===== config.mk =====
export PLATFORM = sky130hd
export DESIGN_NAME = sreg_ser_flat
export DESIGN_NICKNAME = d
export VERILOG_FILES = /design/src/rtl/sreg_ser_if.sv /design/src/rtl/sreg_ser.sv /design/src/flat_wrapper.sv
export SDC_FILE = /design/constraint.sdc
export NUM_CORES = 1
export LEC_CHECK = 0
export BUFFER_PORTS_ARGS = -buffer_cell sky130_fd_sc_hd__buf_2
export CORE_UTILIZATION = 52
export CTS_CLUSTER_DIAMETER = 100
export DETAILED_ROUTE_END_ITERATION = 8
export PLACE_DENSITY_LB_ADDON = 0.08
export SYNTH_ARGS = -nofsm -noshare
export SYNTH_HDL_FRONTEND = slang
export SYNTH_SLANG_ARGS = --single-unit

===== constraint.sdc =====
create_clock -name clk -period 3.04 [get_ports clk]
set_input_delay 0.912 -clock clk [delete_from_list [all_inputs] [get_ports clk]]
set_output_delay 0.912 -clock clk [all_outputs]
set_load 0.05 [all_outputs]

===== src/rtl/sreg_ser_if.sv =====
// Handshake bundle for sreg_ser: the frame input side and the word output side.
// master = frame producer / word consumer, slave = the serializer.
interface sreg_ser_if #(
   parameter int WIDTH = 4,
   parameter int DEPTH = 3
);
   logic                   in_valid;
   logic                   in_ready;
   logic [WIDTH*DEPTH-1:0] in_data;
   logic                   out_valid;
   logic                   out_ready;
   logic [WIDTH-1:0]       out_data;
   logic                   out_last;

   modport master (
      output in_valid, in_data, out_ready,
      input  in_ready, out_valid, out_data, out_last
   );

   modport slave (
      input  in_valid, in_data, out_ready,
      output in_ready, out_valid, out_data, out_last
   );
endinterface


===== src/rtl/sreg_ser.sv =====
// Parallel-in / serial-out frame serializer, word 0 first, last word flagged.
// Optional one-frame skid for gapless frames: define SREG_SER_SKID_EN.
module sreg_ser #(
   parameter int WIDTH = 4,
   parameter int DEPTH = 3
) (
   input  logic       clk,
   input  logic       sclr,
   input  logic       ce,
   sreg_ser_if.slave  bus,
   output logic       busy
);

   localparam int FW = WIDTH * DEPTH;
   localparam int CW = (DEPTH > 1) ? $clog2(DEPTH) : 1;
   localparam logic [CW-1:0] LAST = CW'(DEPTH - 1);

   if (DEPTH < 1) begin : g_depth_chk
      $error("sreg_ser: DEPTH must be >= 1");
   end

   typedef enum logic {IDLE, SHIFT} state_t;

   state_t        state, state_n;
   logic [CW-1:0] cnt, cnt_n;
   logic [FW-1:0] shreg, shreg_n;
   logic          shifting;
   logic          ready_raw;
   logic          at_last;
   logic          it;
   logic          ot;

`ifdef SREG_SER_SKID_EN
   logic [FW-1:0] skid, skid_n;
   logic          skid_full, skid_full_n;
`endif

   assign shifting = (state == SHIFT);
   assign at_last  = (cnt == LAST);

`ifdef SREG_SER_SKID_EN
   assign ready_raw = ~shifting | ~skid_full;
   assign busy      = ~sclr & (shifting | skid_full);
`else
   assign ready_raw = ~shifting;
   assign busy      = ~sclr & shifting;
`endif

   // Outputs are forced quiet while reset is asserted.
   assign bus.in_ready  = ~sclr & ready_raw;
   assign bus.out_valid = ~sclr & shifting;
   assign bus.out_data  = sclr ? '0 : shreg[WIDTH-1:0];
   assign bus.out_last  = ~sclr & shifting & at_last;

   assign it = bus.in_valid & bus.in_ready & ce;
   assign ot = bus.out_valid & bus.out_ready & ce;

   // State, counter, shift and skid registers; reset wins over ce.
   always_ff @(posedge clk) begin
      if (sclr) begin
         state <= IDLE;
         cnt   <= '0;
         shreg <= '0;
`ifdef SREG_SER_SKID_EN
         skid      <= '0;
         skid_full <= 1'b0;
`endif
      end else begin
         state <= state_n;
         cnt   <= cnt_n;
         shreg <= shreg_n;
`ifdef SREG_SER_SKID_EN
         skid      <= skid_n;
         skid_full <= skid_full_n;
`endif
      end
   end

   // Next-state: load on input transfer, shift or end frame on output transfer.
   always_comb begin
      state_n = state;
      cnt_n   = cnt;
      shreg_n = shreg;
`ifdef SREG_SER_SKID_EN
      skid_n      = skid;
      skid_full_n = skid_full;
`endif
      unique case (state)
         IDLE: begin
            if (it) begin
               shreg_n = bus.in_data;
               cnt_n   = '0;
               state_n = SHIFT;
            end
         end
         SHIFT: begin
`ifdef SREG_SER_SKID_EN
            if (it) begin
               skid_n      = bus.in_data;
               skid_full_n = 1'b1;
            end
`endif
            if (ot) begin
               if (at_last) begin
                  cnt_n = '0;
`ifdef SREG_SER_SKID_EN
                  // Chain straight into the next frame when one is waiting.
                  if (skid_full) begin
                     shreg_n     = skid;
                     skid_full_n = it;
                  end else if (it) begin
                     shreg_n     = bus.in_data;
                     skid_full_n = 1'b0;
                  end else begin
                     shreg_n = '0;
                     state_n = IDLE;
                  end
`else
                  shreg_n = '0;
                  state_n = IDLE;
`endif
               end else begin
                  shreg_n = shreg >> WIDTH;
                  cnt_n   = cnt + 1'b1;
               end
            end
         end
         default: state_n = IDLE;
      endcase
   end

endmodule


===== src/flat_wrapper.sv =====
// flat-port wrapper written by rule: the top's interface ports become plain ports
module sreg_ser_flat 
#(
   parameter int WIDTH = 4,
   parameter int DEPTH = 3
)
  (clk, sclr, ce, busy, bus_in_valid, bus_in_data, bus_out_ready, bus_in_ready, bus_out_valid, bus_out_data, bus_out_last);
  sreg_ser_if #(.WIDTH(WIDTH), .DEPTH(DEPTH)) bus_i ();
  input  logic clk;
  input  logic sclr;
  input  logic ce;
  output logic busy;
  input wire logic [$bits(bus_i.in_valid)-1:0] bus_in_valid;
  input wire logic [$bits(bus_i.in_data)-1:0] bus_in_data;
  input wire logic [$bits(bus_i.out_ready)-1:0] bus_out_ready;
  output wire logic [$bits(bus_i.in_ready)-1:0] bus_in_ready;
  output wire logic [$bits(bus_i.out_valid)-1:0] bus_out_valid;
  output wire logic [$bits(bus_i.out_data)-1:0] bus_out_data;
  output wire logic [$bits(bus_i.out_last)-1:0] bus_out_last;
  assign bus_i.in_valid = bus_in_valid;
  assign bus_i.in_data = bus_in_data;
  assign bus_i.out_ready = bus_out_ready;
  assign bus_in_ready = bus_i.in_ready;
  assign bus_out_valid = bus_i.out_valid;
  assign bus_out_data = bus_i.out_data;
  assign bus_out_last = bus_i.out_last;
  sreg_ser #(.WIDTH(WIDTH), .DEPTH(DEPTH)) u_core (.clk(clk), .sclr(sclr), .ce(ce), .bus(bus_i), .busy(busy));
endmodule

==> run metrics, run 1 <==
outcome=finished, final reports clean; clock tree from TritonCTS=built; Net count, final=128; die outline width=41.4 um; Post-synth top cells=sky130_fd_sc_hd__dfxtp_1 (15), sky130_fd_sc_hd__nor2b_1 (12), sky130_fd_sc_hd__a21oi_1 (10), sky130_fd_sc_hd__a31oi_1 (8); worst slew margin relative to its limit=between 50% and 60%; number of instances in the synthesized netlist=92; class of the most critical setup path=primary input to output port; data arrival time at the worst-slack endpoint=1.75 ns; maximum level of the CTS H-tree=1; register area share after synthesis=a little under two fifths; final hold violation count=0; sum of overflow across all layers after global routing=0; core box area=0.00137 mm^2; post-synthesis cell type with the largest combined area=sky130_fd_sc_hd__dfxtp_1; Port Buf Inserts=24; total via count in the routed design=727; average via count per standard cell=5.82; number of cells on the worst reg-to-reg path=3; relative area change from synthesis to final layout=14.3%; final estimated routing congestion in global placement=0.746; static power due to leakage=0.369 nW; Avg WL per Cell=13.9 um; Final Critical Period=2.67 ns; cell types occupying the most area after synthesis=sky130_fd_sc_hd__dfxtp_1 (37%), sky130_fd_sc_hd__a211oi_2 (9.3%), sky130_fd_sc_hd__nor2b_1 (9.3%); remaining routing DRC violations=0; f_max=0.375 GHz; Yosys warnings=0; global routing usage summed across all routing layers=23.5%; number of hold-repair buffers added at the cts stage=0; worst IR drop on VDD=about 0.00032 V; Setup WS post-layout=approximately 0.37 ns; share of the synthesized area in the top cell type=37.2%; Antenna diodes=0; largest fanout on the critical path=23; Iteration-0 DRC Markers=12; Pwr per Cell Area=463 mW/mm^2; top_reg_cell synth=sky130_fd_sc_hd__dfxtp_1; fraction of layout instances using a drive strength above 1=34.5%; max-capacitance violation count=0; wire length of the first global-routing pass=2.55 mm; portion of the clock cycle consumed by the worst path in the final layout=87.7%; number of endpoints failing setup at the final stage=0; Setup TNS=0 ns; total count of max-transition violations in the final report=0; endpoint kind of the worst setup timing path=output port; required time of the critical path=between 2 and 2.5 ns; setup repair after global routing missed its margin=false; overall die height=41.4 um; filler cell count=126; overall die area=0.00171 mm^2; Resized Gates After CTS=0; slew at the pin with the worst max-slew slack=0.628 ns; flop and latch count out of synthesis=15; DRT antenna net count=0; Post-Synthesis Net Count=109; clock net sink count=15; Setup Fix Bufs, Post-CTS=0; count of unique library cells instantiated by Yosys=24; CTS Root Cell=sky130_fd_sc_hd__clkbuf_4; Total Routed Length=1.74 mm; minimum setup slack among reg-to-reg paths=1.22 ns; insertion delay of the later-clocked pin in the worst-skew pair=0.29 ns; worst setup slack before clock tree synthesis=0.384 ns; Post-Syn Area=807 um^2; TritonCTS buffer count=3; top-count cell post-synth=sky130_fd_sc_hd__dfxtp_1; hold path cells=2; Critical Path Source Type=primary input; HPWL after detailed placement=about 1.2 mm; final worst clock skew=approximately 0.0053 ns; number of enable flip-flop cells after synthesis=0; number of global-route vias before repair=575; 1st-pass router iterations=4; share of synthesized flip-flops with an asynchronous set or reset=0%; Mapped Avg Cell Area=8.77 um^2; largest net degree at the start of global routing=24; starting density of the core=59.1%; count of standard-cell rows=13; min-delay worst type=flip-flop to flip-flop; CTS max path bufs=2; top-level I/O count=25; Reg clk slew, reported paths=0.09 ns; number of antenna violations at the first check in global routing=0
[logic make-up after synthesis]
logic type      Yosys count  synth area share [%]
simple gates             30                  22.3
flops                    15                  37.2
buf+inv                  12                  8.37
mux                       1                  1.86
compound gates           34                  30.2
[path summary, 6_finish.rpt]
kind                                      start         endpoint
worst max-delay path                       sclr             busy
worst min-delay path            u_core.shreg[8]  u_core.shreg[8]
worst max register to register  u_core.shifting    u_core.cnt[1]
worst min register to register  u_core.shreg[8]  u_core.shreg[8]
[area by class of cell]
type	instances	area, um^2	area share [%]
clock buffer	3	22.5	2.44
tap	15	18.8	2.04
sequential	15	300	32.6
inverter	1	3.75	0.407
clock inverter	1	5.00	0.543
timing repair buffer	25	128	13.8
multi-input combinational	65	444	48.2
[layer usage]
layer	routed length (um)	vias to the layer above	part of all wire, %	track usage (%)
met5	0	-	0	0
met4	10	0	0.57	12.1
met3	78	2	4.5	4.79
met2	820	17	47	34.8
met1	831	339	48	31.9
li1	-	369	-	-
[where the power goes]
part | switching [mW] | leakage [nW] | internal, mW
clock network | 0.0671 | 0.0177 | 0.0489
logic | 0.0572 | 0.228 | 0.0358
registers | 0.00880 | 0.123 | 0.209
[cell usage in the layout (no fill, tap or decap)]
cell type,synthesis,routed
sky130_fd_sc_hd__nand2b_1,6,6
sky130_fd_sc_hd__a211oi_2,6,6
sky130_fd_sc_hd__clkinv_2,0,1
sky130_fd_sc_hd__and2_1,1,1
sky130_fd_sc_hd__a31o_2,1,1
sky130_fd_sc_hd__and2b_1,1,1
sky130_fd_sc_hd__nor3b_1,2,1
sky130_fd_sc_hd__a41o_1,1,1
sky130_fd_sc_hd__nand3_1,1,1
sky130_fd_sc_hd__clkbuf_4,0,3
sky130_fd_sc_hd__buf_4,1,1
sky130_fd_sc_hd__nor2b_1,12,12
sky130_fd_sc_hd__a211oi_1,4,4
sky130_fd_sc_hd__a21oi_1,10,10
sky130_fd_sc_hd__buf_2,3,24
sky130_fd_sc_hd__dfxtp_1,15,15
sky130_fd_sc_hd__nand2_1,1,1
sky130_fd_sc_hd__inv_1,1,1
sky130_fd_sc_hd__a31oi_1,8,8
sky130_fd_sc_hd__nor3b_2,0,1
sky130_fd_sc_hd__mux2_4,1,1
sky130_fd_sc_hd__nor2_1,3,3
sky130_fd_sc_hd__nand4_1,3,3
sky130_fd_sc_hd__o21ai_1,4,4
[sequential cells by signal, summed over array words and instances, names as in the netlist]
name	cells
u_core.cnt	2
u_core.shifting	1
u_core.shreg	12
[worst max-delay path, cell delays in order]
cell	delay (ns)
sky130_fd_sc_hd__buf_2	0.24
sky130_fd_sc_hd__nor2b_1	0.28
sky130_fd_sc_hd__buf_2	0.31
[stage by stage]
stage	std cells	hold slack, ns	power, mW	cell area, um^2	utilization, %
2_1_floorplan	92	0.442	0.296	812	-
3_3_place_gp	121	0.452	0.313	895	65.5
3_5_place_dp	121	0.456	0.315	895	65.5
4_1_cts	125	0.474	0.431	922	67.5
5_1_grt	125	0.491	0.449	922	67.5
6_report	125	0.472	0.427	922	67.5
No activity file was read; power rests on OpenSTA's default activity.
==> run 2: changes to the inputs <==
- ABC_AREA: unset -> 1
- CORE_MARGIN: unset -> 2
- CORE_UTILIZATION: 52 -> 53
==> run metrics, run 2 <==
outcome=finished, final reports clean; filler cell count=161 (+28%); most common cell after layout, fill and taps aside=sky130_fd_sc_hd__nand2_1; overall die height=44.3 um (+7.1%); number of global-route vias before repair=792 (+38%); endpoint kind of the worst setup timing path=output port; slew at the pin with the worst max-slew slack=0.387 ns (-0.240 ns); Psw=143 uW (+7.3%); Post-synth top cells=sky130_fd_sc_hd__nand2_1 (42), sky130_fd_sc_hd__nor2_1 (29), sky130_fd_sc_hd__dfxtp_1 (15), sky130_fd_sc_hd__inv_1 (15); area used by multi-input combinational logic=454 um^2 (+2.3%); class of the most critical setup path=primary input to output port; f_max=0.404 GHz (+7.8%); Total Routed Length=1.89 mm (+8.3%); Port Buf Inserts=24 (unchanged); fraction of layout instances using a drive strength above 1=22.1% (-12 points); count of standard-cell rows=14 (+1); worst slew margin relative to its limit=74.1% (+16 points); number of enable flip-flop cells after synthesis=0 (unchanged); FF+latch area=300 um^2 (unchanged); Setup TNS=0 ns (unchanged); Pwr Total=435 uW (+1.9%); setup repair after global routing missed its margin=false; Int Power=292 uW (-0.52%); max-capacitance violation count=0 (unchanged); overall die area=0.00197 mm^2 (+15%); global routing usage summed across all routing layers=21.5% (-1.9 points); Antenna diodes=0 (unchanged); register area share after synthesis=34.8% (-2.4 points); sequential power share=49.2% (-1.8 points); top-level I/O count=25 (unchanged); share of synthesized flip-flops with an asynchronous set or reset=0% (unchanged); number of flip-flops in the largest register=12 (unchanged); register with the most flip-flops=u_core.shreg; final estimated routing congestion in global placement=0.762 (+2.2%); min-delay worst type=flip-flop to flip-flop; Critical Path Source Type=primary input; Resized Gates After CTS=0 (unchanged); worst IR drop on VDD=0.000241 V (-24%); Post-Syn Area=862 um^2 (+6.8%); total count of max-transition violations in the final report=0 (unchanged); Avg WL per Cell=10.5 um (-24%); sum of overflow across all layers after global routing=0 (unchanged); Post-Synthesis Net Count=157 (+44%); largest fanout on the critical path=12 (-48%); final worst clock skew=0.00790 ns (+0.00260 ns); number of hold-repair buffers added at the cts stage=0 (unchanged); maximum level of the CTS H-tree=1 (unchanged); final hold violation count=0 (unchanged); Mapped Avg Cell Area=6.16 um^2 (-30%); wire length of the first global-routing pass=3.12 mm (+22%); power share of the clock group=28.4% (+1.2 points); share of the synthesized area in the top cell type=34.8% (-2.4 points); relative area change from synthesis to final layout=16.0%; post-synthesis cell type with the largest combined area=sky130_fd_sc_hd__dfxtp_1; Reg clk slew, reported paths=0.10 ns (about the same); average via count per standard cell=4.88 (-16%); DRT antenna net count=0 (unchanged); flop and latch count out of synthesis=15 (unchanged); CTS Root Cell=sky130_fd_sc_hd__clkbuf_4; required time of the critical path=2.13 ns (about the same); TritonCTS buffer count=3 (unchanged); total via count in the routed design=874 (+20%); Net count, final=181 (+41%); static power due to leakage=0.580 nW (+57%); Pwr per Cell Area=435 mW/mm^2 (-6.0%); starting density of the core=56.6% (-2.5 points); fraction of power spent switching nets=32.8% (+1.6 points); data arrival time at the worst-slack endpoint=1.56 ns (-0.19 ns); Setup Fix Bufs, Post-CTS=0 (unchanged); Iteration-0 DRC Markers=13 (+1); clock net sink count=15 (unchanged); Yosys warnings=0 (unchanged); number of endpoints failing setup at the final stage=0 (unchanged); top_reg_cell synth=sky130_fd_sc_hd__dfxtp_1; insertion delay of the later-clocked pin in the worst-skew pair=0.29 ns (about the same); largest net degree at the start of global routing=17 (-29%); Final Critical Period=2.47 ns (-0.193 ns); core box area=0.00152 mm^2 (+12%); die outline width=44.3 um (+7.1%); number of instances in the synthesized netlist=140 (+52%); 1st-pass router iterations=4 (unchanged); clock tree from TritonCTS=built; share of total power in combinational logic=22.4% (+0.6 points); portion of the clock cycle consumed by the worst path in the final layout=81.3% (-6.4 points); count of unique library cells instantiated by Yosys=16 (-33%); HPWL after detailed placement=1.26 mm (+6.9%); commonest cells after routing, fill and taps aside=sky130_fd_sc_hd__nand2_1 (42), sky130_fd_sc_hd__nor2_1 (29), sky130_fd_sc_hd__buf_2 (24); cell types occupying the most area after synthesis=sky130_fd_sc_hd__dfxtp_1 (35%), sky130_fd_sc_hd__nand2_1 (18%), sky130_fd_sc_hd__nor2_1 (13%); CTS max path bufs=2 (unchanged); remaining routing DRC violations=0 (unchanged); top-count cell post-synth=sky130_fd_sc_hd__nand2_1; number of antenna violations at the first check in global routing=0 (unchanged)
-- run 2: cell count changes after synthesis, moves of 6 or more --
cell / before / now
sky130_fd_sc_hd__nand2_1: 1 / 42
sky130_fd_sc_hd__nand3b_1: 0 / 9
sky130_fd_sc_hd__inv_1: 1 / 15
sky130_fd_sc_hd__nand2b_1: 6 / 0
sky130_fd_sc_hd__a21oi_1: 10 / 4
sky130_fd_sc_hd__nand3_1: 1 / 9
sky130_fd_sc_hd__nor2b_1: 12 / 0
sky130_fd_sc_hd__a31oi_1: 8 / 0
sky130_fd_sc_hd__nor2_1: 3 / 29
sky130_fd_sc_hd__a211oi_2: 6 / 0
-- run 2: power by group through the flow --
| stage | combinational, mW | clock (mW) | sequential, mW |
|---|---|---|---|
| 6_report | 0.0974 | 0.123 | 0.214 |
| 5_1_grt | 0.110 | 0.136 | 0.215 |
| 4_1_cts | 0.0978 | 0.125 | 0.214 |
| 3_5_place_dp | 0.0972 | 0 | 0.218 |
| 3_3_place_gp | 0.0950 | 0 | 0.218 |
| 2_1_floorplan | 0.0739 | 0 | 0.218 |
-- run 2: final cells by class --
class | count | share of cell area, %
tap | 16 | 2.00
timing repair buffer | 25 | 12.8
multi-input combinational | 101 | 45.4
clock buffer | 3 | 2.25
sequential | 15 | 30.0
inverter | 18 | 6.76
clock inverter | 1 | 0.751
-- run 2: layer usage --
| layer | vias up | global-route usage, % | wire length (um) |
|---|---|---|---|
| met3 | 2 | 2.45 | 61 |
| met4 | 0 | 9.70 | 9 |
| li1 | 469 | - | - |
| met1 | 386 | 24.1 | 853 |
| met2 | 17 | 40.3 | 960 |
| met5 | - | 0 | 0 |
-- run 2: per-stage QoR --
stage / cell area (um^2) / cells / hold slack (ns) / utilization, % / worst slack (ns)
final: 1000 / 179 / 0.491 / 65.6 / 0.567
after CTS: 1000 / 179 / 0.501 / 65.6 / 0.562
after floorplan: 867 / 140 / 0.461 / - / 0.392
after global placement: 970 / 175 / 0.471 / 63.6 / 0.590
after detailed placement: 970 / 175 / 0.485 / 63.6 / 0.565
after global routing: 1000 / 179 / 0.520 / 65.6 / 0.537
-- run 2: final timing paths --
path / from / to / slack [ns] / cells past startpoint
worst max-delay path: sclr / bus_in_ready / 0.57 / 3
worst min-delay path: u_core.shreg[2] / u_core.shreg[2] / 0.49 / 2
worst max register to register: u_core.shifting / u_core.shreg[9] / 1.47 / 8
worst min register to register: u_core.shreg[2] / u_core.shreg[2] / 0.49 / 2
-- run 2: kinds of logic (layout without fill, tap and decap cells) --
family | Yosys count | after routing | synth area share (%)
buf+inv | 24 | 47 | 13.1
compound gates | 5 | 5 | 2.90
simple gates | 96 | 96 | 49.2
flops | 15 | 15 | 34.8
-- run 2: worst max-delay path, stage by stage --
cell and delay [ns]:
sky130_fd_sc_hd__buf_2 0.18, sky130_fd_sc_hd__nor2_1 0.17, sky130_fd_sc_hd__buf_2 0.29
